[config.mk]
export PLATFORM = sky130hd
export DESIGN_NAME = muldiv_riscv
export DESIGN_NICKNAME = d
export VERILOG_FILES = /design/src/rtl/muldiv_riscv.sv
export SDC_FILE = /design/constraint.sdc
export NUM_CORES = 1
export LEC_CHECK = 0
export ABC_CLOCK_PERIOD_IN_PS = 3400
export BUFFER_PORTS_ARGS = -buffer_cell sky130_fd_sc_hd__buf_4
export CAP_MARGIN = 20
export CORE_MARGIN = 2
export CORE_UTILIZATION = 44
export CTS_BUF_LIST = sky130_fd_sc_hd__clkbuf_16
export CTS_CLUSTER_SIZE = 25
export DETAILED_ROUTE_END_ITERATION = 12
export GPL_ROUTABILITY_DRIVEN = 1
export PLACE_DENSITY_LB_ADDON = 0.1
export SLEW_MARGIN = 15
export SYNTH_ARGS = -nofsm -noshare
export SYNTH_HDL_FRONTEND = slang
export SYNTH_SLANG_ARGS = --single-unit
[constraint.sdc]
create_clock -name clk_i -period 3.4 [get_ports clk_i]
set_clock_uncertainty 0.1 [all_clocks]
set_input_delay 0.85 -clock clk_i [delete_from_list [all_inputs] [get_ports clk_i]]
set_output_delay 0.85 -clock clk_i [all_outputs]
set_load 0.01 [all_outputs]
[src/rtl/muldiv_riscv.sv]
// ----------------------------------------------------------------------------
// muldiv_riscv
//
// Iterative RISC-V "M"-extension arithmetic unit. It accepts one multiply or
// divide/remainder request through a valid/ready handshake. It returns the
// result with a single-cycle valid_o pulse. The op code is the RV32M funct3
// value, so the decoder can forward funct3 unchanged.
//
// Multiplies take WIDTH shift-add steps. Divides use a restoring algorithm
// with one quotient bit per step. Divide-by-zero and signed overflow are
// resolved at acceptance and skip the iteration entirely.
//
// Build option:
//   MULDIV_DIV_EN  defined   -> full unit, including the divider datapath.
//                  undefined -> divider compiled out. Ops 100..111 complete
//                               in one cycle with result 0.
//
// Ports:
//   clk_i     clock, all state changes on the rising edge
//   rst_i     synchronous active-high reset
//   valid_i   request strobe, only looked at while ready_o=1
//   ready_o   unit idle and able to accept a request
//   op_i      funct3: MUL, MULH, MULHSU, MULHU, DIV, DIVU, REM, REMU
//   a_i       operand rs1
//   b_i       operand rs2
//   valid_o   one-cycle pulse marking result_o as fresh
//   result_o  result, held until the next completion
// ----------------------------------------------------------------------------
module muldiv_riscv #(
   parameter int WIDTH = 32
) (
   input  logic             clk_i,
   input  logic             rst_i,
   input  logic             valid_i,
   output logic             ready_o,
   input  logic [2:0]       op_i,
   input  logic [WIDTH-1:0] a_i,
   input  logic [WIDTH-1:0] b_i,
   output logic             valid_o,
   output logic [WIDTH-1:0] result_o
);

   localparam int CW = $clog2(WIDTH + 1);

   typedef enum logic [1:0] {
      IDLE,
      CALC,
      DONE
   } state_t;

   state_t               state_q, state_d;
   logic [CW-1:0]        count_q, count_d;
   logic [2*WIDTH-1:0]   acc_q, acc_d;
   logic [WIDTH-1:0]     opnd_q, opnd_d;
   logic [2:0]           op_q, op_d;
   logic                 negA_q, negA_d;
   logic                 negB_q, negB_d;
   logic [WIDTH-1:0]     result_q, result_d;

   logic                 signedA;
   logic                 signedB;
   logic                 negA;
   logic                 negB;
   logic [WIDTH-1:0]     absA;
   logic [WIDTH-1:0]     absB;

   logic [WIDTH:0]       mulSum;
   logic [2*WIDTH-1:0]   mulNext;
   logic [2*WIDTH-1:0]   mulFix;
   logic [WIDTH-1:0]     mulResult;

   logic [2*WIDTH-1:0]   divNext;
   logic [WIDTH-1:0]     divResult;
   logic [WIDTH-1:0]     finalResult;

`ifdef MULDIV_DIV_EN
   logic [WIDTH:0]       rem_q, rem_d;
   logic [WIDTH+1:0]     remShift;
   logic [WIDTH+1:0]     remDiff;
   logic [WIDTH:0]       remNext;
   logic [WIDTH-1:0]     remLow;
   logic [WIDTH-1:0]     quoNext;
   logic [WIDTH-1:0]     quoFix;
   logic [WIDTH-1:0]     remFix;
   logic                 divByZero;
   logic                 divOverflow;
`endif

   // Operand conditioning at acceptance. MULH, DIV and REM treat both
   // operands as signed. MULHSU treats only rs1 as signed. Signed operands
   // become magnitudes here, so the iterative datapath only ever works on
   // unsigned values. The recorded signs are fixed up at the end.
   assign signedA = op_i[2] ? ~op_i[0] : ((op_i[1:0] == 2'b01) || (op_i[1:0] == 2'b10));
   assign signedB = op_i[2] ? ~op_i[0] : (op_i[1:0] == 2'b01);
   assign negA    = signedA & a_i[WIDTH-1];
   assign negB    = signedB & b_i[WIDTH-1];
   assign absA    = negA ? -a_i : a_i;
   assign absB    = negB ? -b_i : b_i;

   // Multiply step. The low half of the accumulator starts as the multiplier.
   // Each step adds the multiplicand into the high half when the current
   // multiplier bit is set. The whole WIDTH+1-bit sum is then shifted right,
   // so the carry is never lost. After WIDTH steps the accumulator holds the
   // full unsigned product. The sign fix is a full 2*WIDTH negate, which
   // keeps the high half correct for MULH/MULHSU.
   assign mulSum    = {1'b0, acc_q[2*WIDTH-1:WIDTH]} + (acc_q[0] ? {1'b0, opnd_q} : {(WIDTH+1){1'b0}});
   assign mulNext   = {mulSum, acc_q[WIDTH-1:1]};
   assign mulFix    = (negA_q ^ negB_q) ? -mulNext : mulNext;
   assign mulResult = (op_q[1:0] == 2'b00) ? mulFix[WIDTH-1:0] : mulFix[2*WIDTH-1:WIDTH];

`ifdef MULDIV_DIV_EN
   // Restoring divide step. The dividend sits in the low half of the
   // accumulator. Its MSB is shifted into the partial remainder each step,
   // and the new quotient bit enters at the LSB. The trial subtraction is
   // one bit wider than the remainder register, so its top bit is the
   // borrow. A borrow means the shifted remainder is kept (restored).
   assign divByZero   = (b_i == {WIDTH{1'b0}});
   assign divOverflow = (a_i == {1'b1, {(WIDTH-1){1'b0}}}) && (b_i == {WIDTH{1'b1}});
   assign remShift    = {rem_q, acc_q[WIDTH-1]};
   assign remDiff     = remShift - {2'b00, opnd_q};
   assign remNext     = remDiff[WIDTH+1] ? remShift[WIDTH:0] : remDiff[WIDTH:0];
   assign quoNext     = {acc_q[WIDTH-2:0], ~remDiff[WIDTH+1]};
   assign divNext     = {acc_q[2*WIDTH-1:WIDTH], quoNext};
   assign remLow      = remNext[WIDTH-1:0];
   assign quoFix      = (negA_q ^ negB_q) ? -quoNext : quoNext;
   assign remFix      = negA_q ? -remLow : remLow;
   assign divResult   = op_q[1] ? remFix : quoFix;
`else
   // Without the divider, division ops never enter CALC. These placeholders
   // keep the shared result mux intact.
   assign divNext     = acc_q;
   assign divResult   = {WIDTH{1'b0}};
`endif

   // Final result, sampled on the last CALC step. It is built from the
   // values the last step produces, so result_o is registered on the same
   // edge that enters DONE, and valid_o is asserted during DONE.
   assign finalResult = op_q[2] ? divResult : mulResult;

   // State register and datapath registers. Reset abandons any operation in
   // flight and returns the unit to idle with a cleared result.
   always_ff @(posedge clk_i) begin
      if (rst_i) begin
         state_q  <= IDLE;
         count_q  <= '0;
         acc_q    <= '0;
         opnd_q   <= '0;
         op_q     <= '0;
         negA_q   <= 1'b0;
         negB_q   <= 1'b0;
         result_q <= '0;
`ifdef MULDIV_DIV_EN
         rem_q    <= '0;
`endif
      end else begin
         state_q  <= state_d;
         count_q  <= count_d;
         acc_q    <= acc_d;
         opnd_q   <= opnd_d;
         op_q     <= op_d;
         negA_q   <= negA_d;
         negB_q   <= negB_d;
         result_q <= result_d;
`ifdef MULDIV_DIV_EN
         rem_q    <= rem_d;
`endif
      end
   end

   // Next-state logic. IDLE latches a request and its conditioned operands.
   // Special-case divides are resolved right away and jump straight to DONE.
   // CALC runs one step per cycle until the counter runs out. DONE lasts
   // exactly one cycle and marks the valid_o pulse. Requests arriving
   // outside IDLE are simply not looked at.
   always_comb begin
      state_d  = state_q;
      count_d  = count_q;
      acc_d    = acc_q;
      opnd_d   = opnd_q;
      op_d     = op_q;
      negA_d   = negA_q;
      negB_d   = negB_q;
      result_d = result_q;
`ifdef MULDIV_DIV_EN
      rem_d    = rem_q;
`endif

      case (state_q)
         IDLE: begin
            if (valid_i) begin
               op_d    = op_i;
               negA_d  = negA;
               negB_d  = negB;
               count_d = CW'(WIDTH);
               if (op_i[2]) begin
`ifdef MULDIV_DIV_EN
                  acc_d  = {{WIDTH{1'b0}}, absA};
                  opnd_d = absB;
                  rem_d  = '0;
                  if (divByZero) begin
                     result_d = op_i[1] ? a_i : {WIDTH{1'b1}};
                     state_d  = DONE;
                  end else if (divOverflow && !op_i[0]) begin
                     result_d = op_i[1] ? {WIDTH{1'b0}} : a_i;
                     state_d  = DONE;
                  end else begin
                     state_d  = CALC;
                  end
`else
                  result_d = {WIDTH{1'b0}};
                  state_d  = DONE;
`endif
               end else begin
                  acc_d   = {{WIDTH{1'b0}}, absB};
                  opnd_d  = absA;
                  state_d = CALC;
               end
            end
         end

         CALC: begin
            count_d = count_q - CW'(1);
            if (op_q[2]) begin
               acc_d = divNext;
`ifdef MULDIV_DIV_EN
               rem_d = remNext;
`endif
            end else begin
               acc_d = mulNext;
            end
            if (count_q == CW'(1)) begin
               result_d = finalResult;
               state_d  = DONE;
            end
         end

         DONE: begin
            state_d = IDLE;
         end

         default: begin
            state_d = IDLE;
         end
      endcase
   end

   assign ready_o  = (state_q == IDLE);
   assign valid_o  = (state_q == DONE);
   assign result_o = result_q;

endmodule

# --- Yosys cells after proc, flatten, opt, wreduce, memory -nomap -nowiden ---
# Index checks and enable logic that the tools add are counted.
word_totals:
  register_bits: 141
  input_bits: 70
  out_inout_bits: 34
  word_cells: 60
op_classes:
  add_sub_neg: 5
  eq_ne: 10
  mux: 22
  n_bitwise: 5
  n_reduce_logical: 10
ops:
  columns: ["operator", "count"]
  rows:
  - ["$mux 32", 8]
  - ["$mux 64", 4]
  - ["$pmux 64 s2", 1]
  - ["$neg 32->32", 2]
  - ["$neg 64->64", 1]
  - ["$pmux 32 s2", 1]
  - ["$add 32x32->33", 1]
  - ["$pmux 6 s2", 1]
  - ["$ne 2x2->1 const B", 4]
  - ["$reduce_and 4->1", 2]
  - ["$eq 6x1->1 const B", 1]
  - ["$mux 2", 3]
  - ["$mux 6", 1]
  - ["$reduce_and 2->1", 3]
  - ["$sub 6x1->6 const B", 1]
  - ["$eq 2x1->1 const B", 2]
  - ["$eq 2x2->1 const B", 2]
  - ["$logic_not 2->1", 2]
  - ["$pmux 2 s2", 1]
  - ["$reduce_and 3->1", 1]
  - ["$and 1x1->1", 2]
  - ["$mux 1", 2]
  - ["$ne 2x1->1 const B", 1]
  - ["$not 1->1", 2]
  - ["other kinds (3)", 3]

# --- Logic depth before layout (Yosys ltp) ---
# Gate-level depths: netlist (run 1).
logic_depth:
  ltp_word: 8
  ltp_mapped: 14
  ltp_nobuf: 13

# --- Worst setup path after synthesis (run 1) ---
# Ideal clock, no wire load.
synth_timing:
  kind: "register to register"
  start: "register acc_q[0]"
  end: "register result_q[30] (netlist: result_o[30])"
  setup_time_ps: 122
  t_arrival_ps: 3496
  t_required_ps: 3178
  path_slack_ps: -318
  path_stages_with_launch: 15
  path_buffers: 1
  synth_period_minus_slack_ps: 3718
  path_cell_list: "dfxtp_1 clkbuf_1 and2_1 ha_1 fa_1 a21o_1 or4_1 a211oi_1 a31oi_2 a2111oi_4 nand4_4 nor4_4 a41oi_1 xnor2_1 o21ai_1"
synth_between:
  elab_chain_len: 8
synth_rtl:
  columns: ["element", "line_no", "rtl"]
  rows:
  - ["start: declaration", "53", "logic [2*WIDTH-1:0] acc_q, acc_d;"]
  - ["start signal: assignment", "146", "acc_q <= '0;"]
  - ["start signal: assignment", "158", "acc_q <= acc_d;"]
  - ["$mux 32 (*)", "106", "assign mulSum = {1'b0, acc_q[2*WIDTH-1:WIDTH]} + (acc_q[0] ? {1'b0, opnd_q} : {(WIDTH+1){1'b0}});"]
  - ["$add 32x32->33 (*)", "106", null]
  - ["$neg 64->64", "108", "assign mulFix = (negA_q ^ negB_q) ? -mulNext : mulNext;"]
  - ["$mux 64 (*)", "108", null]
  - ["$mux 32 (*)", "109", "assign mulResult = (op_q[1:0] == 2'b00) ? mulFix[WIDTH-1:0] : mulFix[2*WIDTH-1:WIDTH];"]
  - ["$mux 32 (*)", "138", "assign finalResult = op_q[2] ? divResult : mulResult;"]
  - ["$mux 32 (*)", "231", "if (count_q == CW'(1)) begin"]
  - ["$pmux 32 s2 (*)", "188", "case (state_q)"]
  - ["end signal: assignment", "163", "result_q <= result_d;"]
  - ["end: declaration", "58", "logic [WIDTH-1:0] result_q, result_d;"]
# Mark *: on every way between the ends. The rest lies on a longest branch, timed or not. The select of a mux whose other input is x is not followed.
# A chain may end at the register's enable or synchronous reset.

# --- Worst setup path in the final report (run 1) ---
layout_timing:
  start: "register acc_q[0]"
  end: "register result_q[25] (netlist: result_o[25])"
# Same word-level chain as after synthesis.

==> run summary, run 1 <==
Top FF cell, synth - dfxtp_1
Routed vias/inst - 5.689
Fin worst setup slack - -0.3093 ns
# Max-Cap Violations - 0
P_leak - 0.005773 uW
Vias in the first global route - 10350
Worst EP required - 3.62 ns
Gr ovfl total - 0
P_int - 3301 uW
Hold_buf cts - 0
GPL Wtd Cong - 0.9365
Rows - 56
PD cells - 349.9 nW/um^2
FF+latch count, synth - 141
Diode count - 0
Wire per inst - 17.42 um
Routed Antenna Nets - 0
RSZ-0062 raised after global routing - yes
Synth Cell Area - 10440 sq um
CP Class - register to register
CP Cell Sequence - and2_1 > ha_1 > a211oi_2 > o211ai_1 > nand2b_4 > a221o_1 > a2111oi_4 > buf_6 > nand4_4 > buf_12 > nor3_4 > buf_4 > a21oi_2 > xnor2_1 > o21ai_1
Least-Margin Pin Slew - 0.7835 ns
CP max-delay cell - dfxtp_4
Die Y - 158.0 um
Cts bufs inserted - 17
Share of layout cells above drive strength 1 - 0.2939
Peak supply drop - 0.3173 mV
Iteration-0 DRC Markers - 828
Slowest stage delay, CP - 0.37 ns
Root buffer cell - clkbuf_16
Area contributors post-synth - dfxtp_1 (27%), a21oi_1 (6.5%), nor2_1 (6.0%)
Syn Nets - 1507
TritonRoute pass-1 iters - 6
Rel. slew slack - 0.4751
Outcome - finished, violations left
Worst setup EP type - register
Maximum fanout along the worst path - 8
IO Pins - 104
Initial core utilization - 0.4461
Synthesis-to-layout area growth - 36.39%
Clock transition at the registers of the reported paths - 0.07 ns
CP Launch Type - register
Antenna violations before repair - 1
Util after Layout - 0.6084
Filler cells - 2218
Core ar. - 23400 sq um
Critical Path AT - 3.93 ns
Fin. max-slew vios - 0
Post-synth EDFFs - 0
Buffers on Ports - 103
Hold WC Path Type - register to register
Seq pwr share - 0.364
Final hold viol count - 0
Clk_lat worst skew - 0.44 ns
Clock Path Buffers - 2
First-pass GRT wire length - 53990 um
Die area - 24970 sq um
Failing checks - negative setup slack
Synth area leader - dfxtp_1
Sequential fraction of the synthesis area - 0.2704
Clk sinks - 141
Final net count - 1760
Combinational share of power - 0.266
Residual DRC - 0
Synth cell types - 79
Synth async-reset ratio - 0
Overall Global Routing Usage - 0.2745
Yosys warns - 0
Max frequency - 269.6 MHz
Min Hold Slack - 0.3458 ns
Sw frac - 0.3375
CP Buf/Inv Count - 3
Post-DP HPWL - 25850 um
Via count - 11280
CP top delay family - compound AO/OA/AOI/OAI gates
# setup viols final - 21
Mean Syn Cell Area - 7.467 sq um
Finished Layout Cells - 1983
Synth cell count leaders - nor2_1 (168), nand2_1 (145), dfxtp_1 (141)
Setup tns final - -3.883 ns
Post-Route WL - 34540 um
Period utilisation layout - 1.091
Max H-tree Level - 4
Largest net degree at the start of global routing - 68
Switching power - 1681 uW
Fin crit period - 3.709 ns
Clock power share - 0.370
Die width - 158.0 um
Cells after synthesis - 1398
Dpl cells - 1930
CTS tree - yes
Most common cell in the netlist - nor2_1
Area share of the largest cell type after synthesis - 0.2704
final timing paths:
check,from,to,slack [ns],depth (start not counted)
worst max register to register,acc_q[0]$_SDFFE_PP0P_,result_o[25]$_SDFFE_PP0P_,-0.31,15
worst min register to register,result_o[21]$_SDFFE_PP0P_,result_o[21]$_SDFFE_PP0P_,0.35,2
worst max-delay path,acc_q[0]$_SDFFE_PP0P_,result_o[25]$_SDFFE_PP0P_,-0.31,15
worst min-delay path,result_o[21]$_SDFFE_PP0P_,result_o[21]$_SDFFE_PP0P_,0.35,2
cells by family (layout without fill, tap and decap cells):
| family | Yosys count | after routing | share of synthesized area |
|---|---|---|---|
| adder cells (fa/ha/maj) | 39 | 39 | 0.04747 |
| flip-flops | 141 | 141 | 0.2704 |
| buffers and inverters | 102 | 368 | 0.03692 |
| XOR/XNOR | 127 | 127 | 0.1066 |
| AND/OR/NAND/NOR | 536 | 536 | 0.2542 |
| AO/OA/AOI/OAI | 447 | 447 | 0.2784 |
| multiplexers | 6 | 6 | 0.005993 |
final cells by class:
type                    instances  area [sq um]  area share
inverters                      21         78.83    0.005537
multi-input cells            1155          7965      0.5595
well taps                     319         399.1     0.02803
clock inverters                15         138.9    0.009755
clock buffers                  17         425.4     0.02988
repair buffers                315          2404      0.1688
flip-flops and latches        141          2826      0.1985
cells in the final DEF, fill, tap and decap left out, types with 9 or more instances in the layout:
cell       netlist  final
buf_4            0    307
nor2_1         168    163
nand2_1        145    141
dfxtp_1        141    140
a21oi_1        136    116
o21ai_0         91     84
xor2_1          69     68
xnor2_1         58     48
and2_1          44     40
nor3_1          38     32
a22oi_1         30     29
a211oi_1        31     27
o21ai_1         25     25
inv_1           21     22
ha_1            38     21
o211ai_1        20     20
a21oi_2          0     18
nand3_1         19     18
clkbuf_16        0     17
nor4_1          16     16
o31ai_1         17     16
ha_4             0     16
or3_1           20     15
xnor2_2          0     10
nor2b_1          9      9
or4_1           12      9
nand4_1          9      9
a32oi_1          9      9
power groups by stage:
stage / combinational (uW) / sequential [uW] / clock [uW]
6_report: 1320 / 1810 / 1840
5_1_grt: 1450 / 1820 / 1940
4_1_cts: 1260 / 1810 / 1870
3_5_place_dp: 1240 / 1850 / 0
3_3_place_gp: 1230 / 1850 / 0
2_1_floorplan: 783 / 1840 / 0
worst reg2reg max path: cells and delay by family, from the launching register on:
kind | cells | cell delay [ns]
DFF | 1 | 0.37
buffers and inverters | 3 | 0.53
xor gates and xnor gates | 1 | 0.14
and+or+nand+nor | 4 | 0.75
AOI/OAI and AO/OA | 6 | 1.39
adders and majority gates | 1 | 0.31
stage by stage:
stage	power, uW	setup WS [ns]	area, sq um
2_1_floorplan	2619	-0.1771	10560
3_3_place_gp	3074	-0.4056	12870
3_5_place_dp	3091	-0.3872	12870
4_1_cts	4945	-0.2147	13650
5_1_grt	5216	-0.4901	14240
6_report	4982	-0.3093	14240
registers in the layout, indices dropped and copies added (netlist names):
register and flops:
acc_q 64, opnd_q 32, result_o 32, count_q 6, op_q 3, state_q 2
negA_q 1, negB_q 1
layer usage:
metal / wire length (um) / track usage / up-vias
met2: 15920 / 0.4391 / 258
met5: 0 / 0 / -
li1: - / - / 5609
met3: 1602 / 0.03887 / 51
met4: 824 / 0.08065 / 0
met1: 16190 / 0.3838 / 5364
repair_timing:
item	in CTS	in global routing
buffers inserted	4	16
endpoints found under the setup margin	22	31
pin swaps	14	40
resized for setup	33	89
No activity file was read; power rests on OpenSTA's default activity.
==> run 2, diff against run 1 <==
--- a/config.mk
+++ b/config.mk
@@ -5,7 +5,7 @@
 export SDC_FILE = /design/constraint.sdc
 export NUM_CORES = 1
 export LEC_CHECK = 0
-export ABC_CLOCK_PERIOD_IN_PS = 3400
+export ABC_CLOCK_PERIOD_IN_PS = 3000
 export BUFFER_PORTS_ARGS = -buffer_cell sky130_fd_sc_hd__buf_4
 export CAP_MARGIN = 20
 export CORE_MARGIN = 2
@@ -15,6 +15,7 @@
 export DETAILED_ROUTE_END_ITERATION = 12
 export GPL_ROUTABILITY_DRIVEN = 1
 export PLACE_DENSITY_LB_ADDON = 0.1
+export SKIP_CTS_REPAIR_TIMING = 1
 export SLEW_MARGIN = 15
 export SYNTH_ARGS = -nofsm -noshare
 export SYNTH_HDL_FRONTEND = slang
==> constraint.sdc (replaced) <==
create_clock -name clk_i -period 3 [get_ports clk_i]
set_clock_uncertainty 0.1 [all_clocks]
set_input_delay 0.75 -clock clk_i [delete_from_list [all_inputs] [get_ports clk_i]]
set_output_delay 0.75 -clock clk_i [all_outputs]
set_load 0.01 [all_outputs]
==> run summary, run 2 (same netlist as run 1, synthesis figures left out) <==
P_leak - 0.006152 uW (+6.6%)
GPL Wtd Cong - 0.9619 (+2.7%)
RSZ-0062 raised after global routing - yes
Dpl cells - 2010 (+4.1%)
Max H-tree Level - 4 (unchanged)
Period utilisation layout - 1.216 (+0.1253)
R2R depth - 13 (-2)
Placement Cell Area - 13510 sq um (+5.0%)
Failing checks - negative setup slack
Worst setup EP type - register
CTS tree - yes
Core ar. - 23400 sq um (unchanged)
Die Y - 158.0 um (unchanged)
IO Pins - 104 (unchanged)
Hold WC Path Type - register to register
Fin. max-slew vios - 0 (unchanged)
PD cells - 392.3 nW/um^2 (+12%)
Largest register by flop count - acc_q
Peak supply drop - 0.3378 mV (+6.5%)
Largest net degree at the start of global routing - 68 (unchanged)
Buffers on Ports - 103 (unchanged)
Share of layout cells above drive strength 1 - 0.3276 (+0.03370)
Outcome - finished, violations left
Most frequent cells in the layout - buf_4 (377), nor2_1 (164), nand2_1 (143)
Final Cell Area - 14870 sq um (+4.4%)
Iteration-0 DRC Markers - 948 (+14%)
Worst EP required - 3.22 ns (-0.40 ns)
Final net count - 1831 (+4.0%)
Cts bufs inserted - 17 (unchanged)
Critical Path AT - 3.87 ns (-0.06 ns)
Final hold viol count - 0 (unchanged)
Finished Layout Cells - 2053 (+3.5%)
Via count - 11450 (+1.5%)
Worst Hold Depth - 2 (unchanged)
Wire per inst - 16.85 um (-3.3%)
Diode count - 0 (unchanged)
Routed Antenna Nets - 0 (unchanged)
Slowest stage delay, CP - 0.46 ns (+0.09 ns)
CP Cell Sequence - and2_1 > ha_1 > buf_4 > nand2_1 > o22a_1 > a31oi_2 > or3_1 > a2111oi_4 > nand4_4 > o31ai_4 > xnor2_2 > o21ai_1 > a22o_1
Die width - 158.0 um (unchanged)
Setup tns final - -13.82 ns (-9.937 ns)
Least-Margin Pin Slew - 0.9275 ns (+0.1440 ns)
Residual DRC - 0 (unchanged)
Rows - 56 (unchanged)
Commonest non-fill, non-tap cell in the layout - buf_4
Initial core utilization - 0.4461 (unchanged)
DP Worst Slack - -0.7770 ns (-0.3898 ns)
CP max-delay cell - or3_1
Post-DP HPWL - 26070 um (+0.88%)
First-pass GRT wire length - 54310 um (+0.60%)
Gr ovfl total - 0 (unchanged)
Instance count on the critical path - 13 (-2)
Routed vias/inst - 5.578 (-2.0%)
Root buffer cell - clkbuf_16
CP top delay family - compound AO/OA/AOI/OAI gates
# Max-Cap Violations - 0 (unchanged)
Overall Global Routing Usage - 0.2765 (+0.002024)
Min Hold Slack - 0.3474 ns (+0.001556 ns)
Fin worst setup slack - -0.6489 ns (-0.3395 ns)
Die area - 24970 sq um (unchanged)
Vias in the first global route - 10710 (+3.5%)
# setup viols final - 32 (+52%)
Clk_lat worst skew - 0.44 ns (about the same)
CP Buf/Inv Count - 1 (-2)
Clock transition at the registers of the reported paths - 0.07 ns (about the same)
Clk sinks - 141 (unchanged)
Max FFs per register - 64 (unchanged)
Synthesis-to-layout area growth - 42.45%
CP Launch Type - register
Antenna violations before repair - 0 (-1)
Max frequency - 274.1 MHz (+1.7%)
TritonRoute pass-1 iters - 5 (-1)
Maximum fanout along the worst path - 14 (+6)
CP Class - register to register
Fin crit period - 3.649 ns (-0.06045 ns)
Post-Route WL - 34590 um (+0.14%)
Clock Path Buffers - 2 (unchanged)
Rel. slew slack - 0.3816 (-0.09344)
run 2: cell count changes in the layout (fill, tap and decap cells not counted), moves of 4 or more:
cell,change
buf_4,+70
o21ai_0,-5
nor3_1,-4
o21ai_1,+4
run 2: worst paths after layout:
| kind | start | slack (ns) | endpoint |
|---|---|---|---|
| setup / recovery | acc_q[0]$_SDFFE_PP0P_ | -0.65 | result_o[17]$_SDFFE_PP0P_ |
| hold / removal | result_o[27]$_SDFFE_PP0P_ | 0.35 | result_o[27]$_SDFFE_PP0P_ |
| setup reg to reg | acc_q[0]$_SDFFE_PP0P_ | -0.65 | result_o[17]$_SDFFE_PP0P_ |
| hold reg to reg | result_o[27]$_SDFFE_PP0P_ | 0.35 | result_o[27]$_SDFFE_PP0P_ |
run 2: area by class of cell:
type / count / area (sq um)
clock buffers: 17 / 425.4
clock inverters: 14 / 160.2
fillers: 2121 / 8532
inverters: 21 / 78.83
multi-input cells: 1155 / 8031
flip-flops and latches: 141 / 2826
well taps: 319 / 399.1
repair buffers: 386 / 2949
run 2: stage by stage:
step                        util  total power [uW]
after global placement    0.5773              3610
after global routing      0.6354              6115
after floorplan                -              2969
final                     0.6354              5833
after detailed placement  0.5773              3629
after CTS                 0.6023              5784
run 2: metal layers:
layer	track usage	wire, um
met5	0	0
met4	0.08065	840
met3	0.03586	1527
met2	0.4650	16380
met1	0.3705	15840
run 2: worst min-delay path: stages, from the launching register on:
cell and delay (ns):
dfxtp_1 0.31, nand2_1 0.05, nand2_1 0.04
run 2: power breakdown:
part           switching, uW  internal (uW)  total, uW
combinational            931            704       1640
sequential              69.2           1970       2030
clock                    928           1240       2160
total                   1930           3910       5830
